$ cat src/rtl/wb_mem_stage_reg_pkg.sv
// Shared types and constants for the MEM->WB segment register and its cache controller.
package wb_mem_stage_reg_pkg;

    typedef enum logic [1:0] {
        ST_IDLE = 2'd0,
        ST_MISS = 2'd1,
        ST_DONE = 2'd2
    } wb_state_e;

    // RegWrite / load-type codes shared with the WB data extender
    localparam logic [2:0] RW_NONE  = 3'b000;
    localparam logic [2:0] RW_WORD  = 3'b001;
    localparam logic [2:0] RW_HALF  = 3'b010;
    localparam logic [2:0] RW_HALFU = 3'b011;
    localparam logic [2:0] RW_BYTE  = 3'b100;
    localparam logic [2:0] RW_BYTEU = 3'b101;

endpackage

$ cat src/rtl/wb_mem_stage_reg_perf_counter.sv
// Saturating event counter; built only when WB_PERF_CNT_EN is defined.
`ifdef WB_PERF_CNT_EN
module wb_perf_counter #(
    parameter int CNT_W = 32
) (
    input  logic             clk,
    input  logic             rst,
    input  logic             inc_i,
    output logic [CNT_W-1:0] count_o
);

    logic [CNT_W-1:0] count_q;
    logic [CNT_W-1:0] count_d;

    // Stick at all-ones instead of wrapping
    always_comb begin
        count_d = count_q;
        if (inc_i && (count_q != {CNT_W{1'b1}})) begin
            count_d = count_q + CNT_W'(1);
        end
    end

    always_ff @(posedge clk or posedge rst) begin
        if (rst) begin
            count_q <= '0;
        end else begin
            count_q <= count_d;
        end
    end

    assign count_o = count_q;

endmodule
`endif

$ cat src/rtl/wb_mem_stage_reg.sv
// MEM->WB segment register with data-cache access controller, RD stall hold and
// optional hit/miss performance counters (macro WB_PERF_CNT_EN).
module wb_mem_stage_reg
    import wb_mem_stage_reg_pkg::*;
#(
    parameter int DATA_W = 32,
    parameter int ADDR_W = 32,
    parameter int REG_AW = 5,
    parameter int RW_W   = 3,
    parameter int CNT_W  = 32
) (
    input  logic                clk,
    input  logic                rst,
    input  logic                en,
    input  logic                clear,
    input  logic [ADDR_W-1:0]   A,
    input  logic [DATA_W-1:0]   WD,
    input  logic [DATA_W/8-1:0] WE,
    input  logic                MemToRegM,
    input  logic [DATA_W-1:0]   ResultM,
    input  logic [REG_AW-1:0]   RdM,
    input  logic [RW_W-1:0]     RegWriteM,
    output logic [ADDR_W-1:0]   c_addr,
    output logic [DATA_W-1:0]   c_wr_data,
    output logic [DATA_W/8-1:0] c_be,
    output logic                c_rd_req,
    output logic                c_wr_req,
    input  logic                c_miss,
    input  logic [DATA_W-1:0]   c_rd_data,
    output logic                stall_req,
    output logic [DATA_W-1:0]   RD,
    output logic [1:0]          LoadedBytesSelect,
    output logic [DATA_W-1:0]   ResultW,
    output logic [REG_AW-1:0]   RdW,
    output logic [RW_W-1:0]     RegWriteW,
    output logic                MemToRegW,
    output logic [CNT_W-1:0]    hit_cnt,
    output logic [CNT_W-1:0]    miss_cnt,
    output logic [CNT_W-1:0]    miss_cyc_cnt
);

    wb_state_e         state_q;
    wb_state_e         state_d;
    logic              access;

    logic [1:0]        lbs_q;
    logic [DATA_W-1:0] result_q;
    logic [REG_AW-1:0] rd_q;
    logic [RW_W-1:0]   regwrite_q;
    logic              memtoreg_q;

    logic [DATA_W-1:0] hold_data_q;
    logic              hold_flag_q;

    assign c_addr    = A;
    assign c_wr_data = WD;
    assign c_be      = WE;
    assign c_rd_req  = MemToRegM;
    assign c_wr_req  = |WE;

    assign access    = c_rd_req | c_wr_req;
    assign stall_req = access & c_miss;

    always_ff @(posedge clk or posedge rst) begin
        if (rst) begin
            state_q <= ST_IDLE;
        end else begin
            state_q <= state_d;
        end
    end

    // DONE parks the finished access until the pipeline advances, so a
    // re-presented access during a stall is not treated as a new one
    always_comb begin
        state_d = state_q;
        unique case (state_q)
            ST_IDLE: begin
                if (access && c_miss) begin
                    state_d = ST_MISS;
                end else if (access) begin
                    state_d = ST_DONE;
                end
            end
            ST_MISS: begin
                if (!c_miss) begin
                    state_d = ST_DONE;
                end
            end
            ST_DONE: begin
                if (en) begin
                    state_d = ST_IDLE;
                end
            end
            default: state_d = ST_IDLE;
        endcase
    end

    // clear only kills the write-back side effects; result/rd still follow en
    always_ff @(posedge clk or posedge rst) begin
        if (rst) begin
            lbs_q      <= '0;
            result_q   <= '0;
            rd_q       <= '0;
            regwrite_q <= '0;
            memtoreg_q <= 1'b0;
        end else begin
            if (en) begin
                lbs_q      <= A[1:0];
                result_q   <= ResultM;
                rd_q       <= RdM;
                regwrite_q <= RegWriteM;
                memtoreg_q <= MemToRegM;
            end
            if (clear) begin
                regwrite_q <= RW_W'(RW_NONE);
                memtoreg_q <= 1'b0;
            end
        end
    end

    assign LoadedBytesSelect = lbs_q;
    assign ResultW           = result_q;
    assign RdW               = rd_q;
    assign RegWriteW         = regwrite_q;
    assign MemToRegW         = memtoreg_q;

    // Capturing RD (not c_rd_data) freezes the first stalled value for the whole stall
    always_ff @(posedge clk or posedge rst) begin
        if (rst) begin
            hold_data_q <= '0;
            hold_flag_q <= 1'b0;
        end else if (!en) begin
            hold_data_q <= RD;
            hold_flag_q <= 1'b1;
        end else begin
            hold_flag_q <= 1'b0;
        end
    end

    assign RD = hold_flag_q ? hold_data_q : c_rd_data;

`ifdef WB_PERF_CNT_EN
    logic hit_inc;
    logic miss_inc;
    logic miss_cyc_inc;

    assign hit_inc      = (state_q == ST_IDLE) & access & ~c_miss;
    assign miss_inc     = (state_q == ST_IDLE) & access & c_miss;
    assign miss_cyc_inc = (state_q == ST_MISS);

    wb_perf_counter #(.CNT_W(CNT_W)) u_hit_cnt (
        .clk     (clk),
        .rst     (rst),
        .inc_i   (hit_inc),
        .count_o (hit_cnt)
    );

    wb_perf_counter #(.CNT_W(CNT_W)) u_miss_cnt (
        .clk     (clk),
        .rst     (rst),
        .inc_i   (miss_inc),
        .count_o (miss_cnt)
    );

    wb_perf_counter #(.CNT_W(CNT_W)) u_miss_cyc_cnt (
        .clk     (clk),
        .rst     (rst),
        .inc_i   (miss_cyc_inc),
        .count_o (miss_cyc_cnt)
    );
`else
    assign hit_cnt      = '0;
    assign miss_cnt     = '0;
    assign miss_cyc_cnt = '0;
`endif

endmodule

$ cat config.mk
export PLATFORM = sky130hd
export DESIGN_NAME = wb_mem_stage_reg
export DESIGN_NICKNAME = d
export VERILOG_FILES = /design/src/rtl/wb_mem_stage_reg_pkg.sv /design/src/rtl/wb_mem_stage_reg_perf_counter.sv /design/src/rtl/wb_mem_stage_reg.sv
export SDC_FILE = /design/constraint.sdc
export NUM_CORES = 1
export LEC_CHECK = 0
export ABC_AREA = 1
export BUFFER_PORTS_ARGS = -buffer_cell sky130_fd_sc_hd__buf_4
export CORE_AREA = 2 2 151 153
export CTS_BUF_LIST = sky130_fd_sc_hd__clkbuf_8
export DETAILED_ROUTE_END_ITERATION = 12
export DIE_AREA = 0 0 153 155
export GPL_TIMING_DRIVEN = 1
export PLACE_DENSITY = 0.56
export SYNTH_ARGS = -nofsm -noshare
export SYNTH_HDL_FRONTEND = slang
export SYNTH_SLANG_ARGS = --single-unit
$ cat constraint.sdc
create_clock -name clk -period 5.6 [get_ports clk]
set_clock_uncertainty 0.15 [all_clocks]
set_input_delay 0.84 -clock clk [delete_from_list [all_inputs] [get_ports clk]]
set_output_delay 0.84 -clock clk [all_outputs]
set_load 0.05 [all_outputs]
; ---- Word level (Yosys, flattened, before mapping)
; Cells that the tools add are included.
[totals]
output_inout_bits = 242
elab_cells = 17
regBits = 76
[op_classes]
n_reduce_logical = 2
bitwise = 2
muxes = 6
[ops]
columns = op, count
row1 = two-way mux 32 bit, 1
row2 = two-way mux 3 bit, 2
row3 = OR reduction 4 bit, 1
row4 = two-way mux 1 bit, 3
row5 = nonzero test 2 bit, 1
row6 = AND 1 bit, 1
row7 = OR 1 bit, 1

; ---- Depth between registers and ports, before layout
; Gate-level depths: netlist (run 1).
[logic_depth]
depth_word = 3
ltp_mapped = 6
mapped_depth_nobuf = 4

; ---- Least setup slack after synthesis (run 1)
; No wires, ideal clock.
[synth_path]
path_type = input to output
startpoint = input c_rd_data[0]
endpoint = output RD[0]
path_stages = 2
path_slack_ns = 3.286
arrival_time_ns = 1.324
path_cell_list = inv_1 -> o21ai_2
[synth_between]
elab_chain_cells = 1
[synth_lines]
columns = element, line_no
row1 = from (decl), wb_mem_stage_reg.sv:29  ; input logic [DATA_W-1:0] c_rd_data,
row2 = two-way mux 32 bit, wb_mem_stage_reg.sv:140  ; assign RD = hold_flag_q ? hold_data_q : c_rd_data;
row3 = to (decl), wb_mem_stage_reg.sv:31  ; output logic [DATA_W-1:0] RD,
; Every way passes these cells.

; ---- Worst setup path in the final report (run 1)
[layout_path]
startpoint = register hold_flag_q
endpoint = output RD[0]
[layout_between]
elab_chain_cells = 1
[layout_lines]
columns = element, line_no
row1 = from (decl), wb_mem_stage_reg.sv:53  ; logic hold_flag_q;
row2 = from (signal assigned), wb_mem_stage_reg.sv:131  ; hold_flag_q <= 1'b0;
row3 = from (signal assigned), wb_mem_stage_reg.sv:134  ; hold_flag_q <= 1'b1;
row4 = from (signal assigned), wb_mem_stage_reg.sv:136  ; hold_flag_q <= 1'b0;
row5 = two-way mux 32 bit, wb_mem_stage_reg.sv:140
; Every way passes these cells.

==> results of run 1 <==
area by class of cell:
| type | count | area (µm²) | area share |
|---|---|---|---|
| flip-flops and latches | 76 | 1903 | 0.3443 |
| multi-input cells | 391 | 1642 | 0.2970 |
| repair buffers | 171 | 1284 | 0.2322 |
| well taps | 285 | 356.6 | 0.06451 |
| inverters | 37 | 140.1 | 0.02535 |
| clock buffers | 10 | 137.6 | 0.02490 |
| clock inverters | 6 | 65.06 | 0.01177 |
routing by layer:
metal | part of all wire | wire length (µm)
met5 | 0 | 0
met4 | 0.048 | 529
met3 | 0.12 | 1322
met2 | 0.44 | 4932
met1 | 0.39 | 4304
path summary, 6_finish.rpt:
kind                             start               to  slack (ns)  cells after the start
max reg2reg                hold_flag_q  hold_data_q[11]        3.73                      5
min reg2reg                ResultW[31]      ResultW[31]        0.33                      2
max                        hold_flag_q            RD[0]        2.52                      4
min in group asynchronous          rst      ResultW[23]        0.39                      2
max in group asynchronous          rst   hold_data_q[3]        3.91                      3
min                        ResultW[31]      ResultW[31]        0.33                      2
report_power, final:
| part | internal [mW] | switching (mW) |
|---|---|---|
| Combinational | 0.146 | 0.450 |
| Sequential | 0.602 | 0.0326 |
| Clock | 0.218 | 0.222 |
| Total | 0.966 | 0.705 |
cell usage after synthesis (all sizes together):
library cell	count
nand2	255
buf	185
dfrtp	76
inv	37
o21ai	32
nand3	5
clkbuf	3
nor2	3
conb	1
worst max-delay path, cell delays in order (launching register included):
cell     delay (ns)
dfrtp_2        0.66
buf_4          0.55
nand2_1        0.13
o21ai_2        0.09
buf_4          0.23
sequential cells by signal, indices dropped and copies added, names as in the netlist:
signal,cells
hold_data_q,32
hold_flag_q,1
LoadedBytesSelect,2
MemToRegW,1
RegWriteW,3
ResultW,32
RdW,5
through the flow:
| step | area (µm²) | hold slack [ns] | std cells | worst slack (ns) |
|---|---|---|---|---|
| 5_1_grt | 5528 | 0.3529 | 976 | 2.292 |
| 3_5_place_dp | 5325 | 0.3103 | 960 | 2.891 |
| 2_1_floorplan | 5092 | 0.2957 | 692 | 2.672 |
| 4_1_cts | 5528 | 0.3338 | 976 | 2.449 |
| 6_report | 5528 | 0.3270 | 976 | 2.516 |
| 3_3_place_gp | 5325 | 0.3049 | 960 | 2.918 |
cell families (layout without fill, tap and decap cells):
group,after synthesis,in the layout,synth area share
other cells,1,96,0.0007918
simple gates,263,263,0.2114
compound gates,32,32,0.05918
flops,76,76,0.4016
buf+inv,225,224,0.3271
==> impl_metrics.env, run 1 <==
export IMPL_synth_area_leader_cell="dfrtp_1"
export IMPL_synth_seq_area_share=0.4016
export IMPL_drc=0
export IMPL_post_cts_buffers=0
export IMPL_cts_resized_gates=0
export IMPL_synthTopCellsByArea="dfrtp_1, buf_4, nand2_1"
export IMPL_relSlewSlack=0.5474
export IMPL_p_per_area_mw_per_mm2=302.3
export IMPL_slew_violations=0
export IMPL_cts_tree="built"
export IMPL_final_setup_viol_count=0
export IMPL_period_share=0.5508
export IMPL_routedWlPerCell_um=11.36
export IMPL_cts_root_buf="clkbuf_8"
export IMPL_tightest_slew_ns=0.6789
export IMPL_synth_top_area_share=0.4016
export IMPL_fp_dieW_um=153
export IMPL_die_area_mm2=0.02372
export IMPL_grt_ovfl_total=0
export IMPL_grt_use_met1=0.1059
export IMPL_drive_gt1_frac=0.3242
export IMPL_clkSlewWorstSetupHoldPaths_ns=0.09
export IMPL_grt_pass1_wl_mm=17.35
export IMPL_fin_crit_ns=3.084
export IMPL_portBuffers=167
export IMPL_peakVddDrop_v=0.00008862
export IMPL_cp_start_kind="flop"
export IMPL_initial_core_util=0.2131
export IMPL_cts_max_level=3
export IMPL_cp_arrival_ns=2.09
export IMPL_hold_path_class="reg -> reg"
export IMPL_total_power_mw=1.671
export IMPL_met2_usage=0.1420
export IMPL_cts_buffer_depth=2
export IMPL_ys_types=15
export IMPL_cp_end_kind="output pin"
export IMPL_rsz0062_at_grt="no"
export IMPL_crit_type="reg -> out"
export IMPL_final_cell_mix="nand2_1, buf_4, conb_1"
export IMPL_viasPerCell=3.554
export IMPL_syn_avg_cell_area_um2=7.933
export IMPL_first_pass_iters=4
export IMPL_area_growth_pct=16.72
export IMPL_yosys_warnings=0
export IMPL_ant_nets=0
export IMPL_crit_fanout=44
export IMPL_grt_pass1_vias=3344
export IMPL_drt_iter0_drc=94
export IMPL_rows=55
export IMPL_outcome="finished clean"
export IMPL_postCtsHoldBufs=0
export IMPL_final_util=0.2487
export IMPL_io_pins=388
export IMPL_die_y_um=155
export IMPL_vias=3469
export IMPL_gr_usage_met3=0.04429
export IMPL_power_leakage_nw=3.173
export IMPL_finalHoldViolations=0
export IMPL_grt_busiest_layer="met2"
export IMPL_wl_mm=11.09
export IMPL_postSynthCellCount=597
export IMPL_place_congestion=0.6787
export IMPL_fin_nets=832
export IMPL_grt_use_total=0.09398
export IMPL_numClockSinks=76
export IMPL_cap_violations=0
export IMPL_hpwl_mm=8.244
export IMPL_required_ns=4.61
export IMPL_cts_buffers=9
export IMPL_ys_ff_latch=76
export IMPL_antenna_found_initial=0
export IMPL_tns_ns=0
export IMPL_layout_commonest_cell="nand2_1"
export IMPL_fillers=2472
export IMPL_clock_latency_ns=0.37
export IMPL_coreArea_mm2=0.02223
export IMPL_fmax_mhz=324.2
export IMPL_num_antenna_cells=0
export IMPL_netlist_area_mm2=0.004736
export IMPL_grt_max_degree=57
(Power assumes the default switching activity.)
==> run 2: changes to the inputs <==
==> constraint.sdc (replaced) <==
create_clock -name clk -period 3 [get_ports clk]
set_clock_uncertainty 0.15 [all_clocks]
set_input_delay 0.45 -clock clk [delete_from_list [all_inputs] [get_ports clk]]
set_output_delay 0.45 -clock clk [all_outputs]
set_load 0.05 [all_outputs]
==> run 2 against run 1 <==
Clock power is 81% higher. Hold slack worse by 0.20 ns. Critical path depth stayed put. Largest cell class unchanged.
==> impl_metrics.env, run 2 (synthesis gave the netlist of run 1 again) <==
export IMPL_final_instance_count_excl_fill=978
export IMPL_outcome="finished clean"
export IMPL_cts_max_level=3
export IMPL_rsz0062_at_grt="no"
export IMPL_total_power_mw=3.101
export IMPL_worstHoldEndpoint="ResultW[11]"
export IMPL_r2r_start="hold_flag_q"
export IMPL_peakVddDrop_v=0.0002143
export IMPL_power_frac_clock=0.257
export IMPL_final_cell_mix="nand2_1, buf_4, conb_1"
export IMPL_dp_cells=961
export IMPL_place_congestion=0.6953
export IMPL_postCtsHoldBufs=1
export IMPL_pwr_share_seq=0.382
export IMPL_pre_cts_ws_ns=0.9044
export IMPL_cp_end_kind="output pin"
export IMPL_antenna_found_initial=0
export IMPL_grt_use_total=0.09242
export IMPL_fmax_mhz=408.7
export IMPL_rows=55
export IMPL_wl_mm=11.03
export IMPL_path_buf_inv=2
export IMPL_initial_core_util=0.2131
export IMPL_cts_root_buf="clkbuf_8"
export IMPL_drt_iter0_drc=110
export IMPL_grt_pass1_wl_mm=16.97
export IMPL_drive_gt1_frac=0.3232
export IMPL_power_leakage_nw=3.189
export IMPL_timing_rr_end="hold_data_q[16]"
export IMPL_grt_ovfl_total=0
export IMPL_r2r_cells=5
export IMPL_layout_commonest_cell="nand2_1"
export IMPL_switching_share=0.4248
export IMPL_holdPathStages=3
export IMPL_relSlewSlack=0.4713
export IMPL_setup_ws_ns=0.5533
export IMPL_cts_resized_gates=0
export IMPL_crit_fanout=40
export IMPL_hold_path_class="in -> reg"
export IMPL_worst_path_max_delay_cell="dfrtp_2"
export IMPL_hold_start="ResultM[11]"
export IMPL_cts_buffers=9
export IMPL_ant_nets=0
export IMPL_tightest_slew_ns=0.7930
export IMPL_cp_top_family="flip-flops"
export IMPL_drc=0
export IMPL_required_ns=2.40
export IMPL_fin_crit_ns=2.447
export IMPL_die_area_mm2=0.02372
export IMPL_area_growth_pct=17.41
export IMPL_viasPerCell=3.524
export IMPL_p_per_area_mw_per_mm2=557.7
export IMPL_num_antenna_cells=0
export IMPL_portBuffers=167
export IMPL_crit_chain="buf_12 > nand2_1 > o21ai_2 > buf_4"
export IMPL_coreArea_mm2=0.02223
export IMPL_die_y_um=155
export IMPL_io_pins=388
export IMPL_hpwl_mm=8.223
export IMPL_grt_max_degree=73
export IMPL_grt_pass1_vias=3298
export IMPL_internal_power_mw=1.784
export IMPL_post_cts_buffers=0
export IMPL_rrSetupSlack_ns=1.36
export IMPL_fp_dieW_um=153
export IMPL_clock_latency_ns=0.37
export IMPL_cpPeakStageDelay_ns=0.76
export IMPL_cts_tree="built"
export IMPL_crit_type="reg -> out"
export IMPL_cts_buffer_depth=2
export IMPL_tns_ns=0
export IMPL_p_comb_frac=0.361
export IMPL_fin_nets=834
export IMPL_cap_violations=0
export IMPL_routedWlPerCell_um=11.28
export IMPL_first_pass_iters=4
export IMPL_cp_start_kind="flop"
export IMPL_period_share=0.8156
export IMPL_final_setup_viol_count=0
export IMPL_slew_violations=0
export IMPL_numClockSinks=76
export IMPL_vias=3446
export IMPL_clkSlewWorstSetupHoldPaths_ns=0.09
export IMPL_switchingPower_mw=1.317
export IMPL_cp_arrival_ns=1.85
export IMPL_finalHoldViolations=0
==> run 2: cell types whose count changed in the layout (fill, tap and decap cells not counted), sizes merged <==
cell         before  now
dlygate4sd3       0    1
inv              38   39
buf             171  172
clkbuf           10    9
==> run 2: final cells by class <==
cell class              count  area, µm²
clock buffers               9      123.9
clock inverters             7      68.82
fillers                  2472      16670
inverters                  37      140.1
multi-input cells         391       1642
flip-flops and latches     76       1903
well taps                 285      356.6
repair buffers            173       1326
==> run 2: power groups by stage <==
stage / clock [mW] / sequential, mW / combinational, mW
detailed placement: 0 / 1.20 / 1.13
finish: 0.798 / 1.18 / 1.12
CTS: 0.853 / 1.19 / 1.13
global placement: 0 / 1.20 / 1.12
global route: 0.878 / 1.20 / 1.19
floorplan: 0 / 1.37 / 0.995
==> run 2: metal layers <==
metal  global-route usage  vias up  part of all wire
met5                    0        -                 0
li1                     -     1715                 -
met2               0.1514      191              0.48
met1              0.09414     1496              0.35
met3              0.04373       44              0.12
met4              0.06305        0             0.047
==> run 2: metrics by stage <==
stage               hold WS [ns]  utilization  area [µm²]
floorplan                 0.2957            -        5092
global placement          0.3058       0.2410        5358
detailed placement        0.3096       0.2410        5358
CTS                      0.09147       0.2502        5560
global route              0.1098       0.2502        5560
finish                    0.1244       0.2502        5560
==> run 2: worst max-delay path by stage <==
stage,start,endpoint,cells past startpoint
2_1_floorplan,rst,LoadedBytesSelect[0],1
3_3_place_gp,hold_flag_q,RD[20],4
3_5_place_dp,hold_flag_q,RD[16],4
4_1_cts,hold_flag_q,RD[16],4
5_1_grt,hold_flag_q,RD[16],4
6_report,hold_flag_q,RD[16],4
==> run 2: worst reg2reg max path: stages (launching register included) <==
cell and delay, ns:
dfrtp_2 0.76, buf_12 0.30, nand2_1 0.13, o21ai_2 0.08
nand2_1 0.06, nand2_1 0.09
==> run 3: changes to the inputs <==
==> constraint.sdc (replaced) <==
create_clock -name clk -period 2.4 [get_ports clk]
set_clock_uncertainty 0.15 [all_clocks]
set_input_delay 0.36 -clock clk [delete_from_list [all_inputs] [get_ports clk]]
set_output_delay 0.36 -clock clk [all_outputs]
set_load 0.05 [all_outputs]
==> run 3 against run 2 <==
Global-route usage is 0.079 points lower. Sequential share of layout area is 0.34 points lower. Non-clock buffer count rose by 4. Critical path depth fell by 1. Wire length shrank 1.4%. Register-to-register slack worse by 0.36 ns. Design area rose by 1.1%. Sequential cell count did not move. Die area did not move. Via count rose by 1.6%. Critical path type unchanged. Critical endpoint is now RD[31]. Largest cell class unchanged. Largest power group unchanged. Highest routed layer unchanged.
==> impl_metrics.env, run 3 (synthesis gave the netlist of run 1 again) <==
export IMPL_cp_arrival_ns=1.67
export IMPL_clock_latency_ns=0.37
export IMPL_multi_input_area_mm2=0.001642
export IMPL_die_area_mm2=0.02372
export IMPL_path_buf_inv=2
export IMPL_rrSetupSlack_ns=1.00
export IMPL_gr_usage_met3=0.03760
export IMPL_cts_max_level=3
export IMPL_fin_nets=838
export IMPL_grt_max_degree=77
export IMPL_antenna_found_initial=0
export IMPL_area_growth_pct=18.76
export IMPL_die_y_um=155
export IMPL_holdPathStages=3
export IMPL_fillers=2464
export IMPL_cts_buffers=9
export IMPL_crit_fanout=15
export IMPL_grt_busiest_layer="met2"
export IMPL_grt_use_total=0.09164
export IMPL_crit_type="reg -> out"
export IMPL_cts_resized_gates=0
export IMPL_power_leakage_nw=3.223
export IMPL_vias=3501
export IMPL_fp_dieW_um=153
export IMPL_peakVddDrop_v=0.0002109
export IMPL_grt_ovfl_total=0
export IMPL_rows=55
export IMPL_drc=0
export IMPL_cap_violations=0
export IMPL_rsz0062_at_grt="no"
export IMPL_cts_tree="built"
export IMPL_cpPeakStageDelay_ns=0.59
export IMPL_viasPerCell=3.565
export IMPL_hold_path_class="in -> reg"
export IMPL_period_share=0.9093
export IMPL_worst_path_max_delay_cell="dfrtp_4"
export IMPL_numClockSinks=76
export IMPL_cp_start_kind="flop"
export IMPL_wl_mm=10.88
export IMPL_hpwl_mm=7.977
export IMPL_cts_root_buf="clkbuf_8"
export IMPL_clkSlewWorstSetupHoldPaths_ns=0.09
export IMPL_cp_end_kind="output pin"
export IMPL_cp_top_family="flip-flops"
export IMPL_grt_pass1_vias=3247
export IMPL_portBuffers=167
export IMPL_slew_violations=0
export IMPL_r2r_cells=5
export IMPL_worstHoldEndpoint="ResultW[31]"
export IMPL_tns_ns=0
export IMPL_grt_pass1_wl_mm=17.10
export IMPL_grt_use_met1=0.1064
export IMPL_final_design_area_no_fill_mm2=0.005624
export IMPL_place_congestion=0.6936
export IMPL_cts_buffer_depth=2
export IMPL_r2r_start="hold_flag_q"
export IMPL_final_cell_mix="nand2_1, buf_4, conb_1"
export IMPL_final_setup_viol_count=0
export IMPL_pre_cts_ws_ns=0.5160
export IMPL_first_pass_iters=4
export IMPL_io_pins=388
export IMPL_required_ns=1.89
export IMPL_coreArea_mm2=0.02223
export IMPL_fmax_mhz=458.2
export IMPL_finalHoldViolations=0
export IMPL_regArea_mm2=0.001906
export IMPL_hold_start="ResultM[31]"
export IMPL_fin_crit_ns=2.182
export IMPL_place_area_mm2=0.005370
export IMPL_met2_usage=0.1422
export IMPL_num_antenna_cells=0
export IMPL_setup_ws_ns=0.2177
export IMPL_drive_gt1_frac=0.3242
export IMPL_routedWlPerCell_um=11.08
export IMPL_initial_core_util=0.2131
export IMPL_p_per_area_mw_per_mm2=704.3
export IMPL_ant_nets=0
export IMPL_drt_iter0_drc=101
export IMPL_outcome="finished clean"
export IMPL_timing_rr_end="hold_data_q[25]"
export IMPL_layout_commonest_cell="nand2_1"
export IMPL_crit_chain="buf_8 > o21ai_2 > buf_4"
-- run 3: cell types whose count changed in the layout (fill, tap and decap cells not counted) --
cell | before | now
bufinv_16 | 1 | 2
inv_6 | 1 | 0
dlygate4sd3_1 | 1 | 3
dfrtp_4 | 0 | 1
clkinvlp_4 | 3 | 2
clkinv_2 | 1 | 2
buf_8 | 0 | 1
buf_4 | 170 | 171
dfrtp_2 | 1 | 0
-- run 3: where the power goes --
group          internal [mW]  switching [mW]  total [mW]
sequential              1.41          0.0738        1.48
combinational          0.354            1.06        1.41
clock                  0.575           0.496        1.07
-- run 3: final cells by class --
type / instances / share of cell area
clock buffer: 9 / 0.02202
inverter: 37 / 0.02536
clock inverter: 7 / 0.01513
tap: 285 / 0.06340
sequential: 76 / 0.3388
timing repair buffer: 177 / 0.2434
multi-input combinational: 391 / 0.2919
-- run 3: worst min-delay path, stage by stage --
cell and delay [ns]:
buf_4 0.08, nand2_1 0.04, nand2_1 0.05
-- run 3: what timing repair did --
action	4_1_cts	5_1_grt
endpoints found under the setup margin	0	8
setup buffers	0	1
hold buffers	3	0
hold endpoints to repair	78	0
-- run 3: worst max-delay path by stage --
stage,endpoint,cells past startpoint,from,slack (ns)
floorplan,RD[10],3,hold_flag_q,0.75
global placement,RD[0],4,hold_flag_q,0.55
detailed placement,RD[28],4,hold_flag_q,0.52
CTS,RD[28],4,hold_flag_q,0.07
global route,RD[31],3,hold_flag_q,0.11
finish,RD[31],3,hold_flag_q,0.22
-- run 3: routing by layer --
metal	up-vias	wire (µm)
li1	1728	-
met1	1541	4401
met2	197	4898
met3	35	1142
met4	0	440
met5	-	0
-- run 3: stage by stage --
stage | utilization | instances | total power [mW] | hold slack, ns
floorplan | - | 692 | 2.953 | 0.2957
global placement | 0.2416 | 962 | 2.915 | 0.3054
detailed placement | 0.2416 | 962 | 2.921 | 0.3104
CTS | 0.2524 | 981 | 4.045 | 0.00006839
global route | 0.2530 | 982 | 4.198 | 0.02168
finish | 0.2530 | 982 | 3.961 | 0.03695
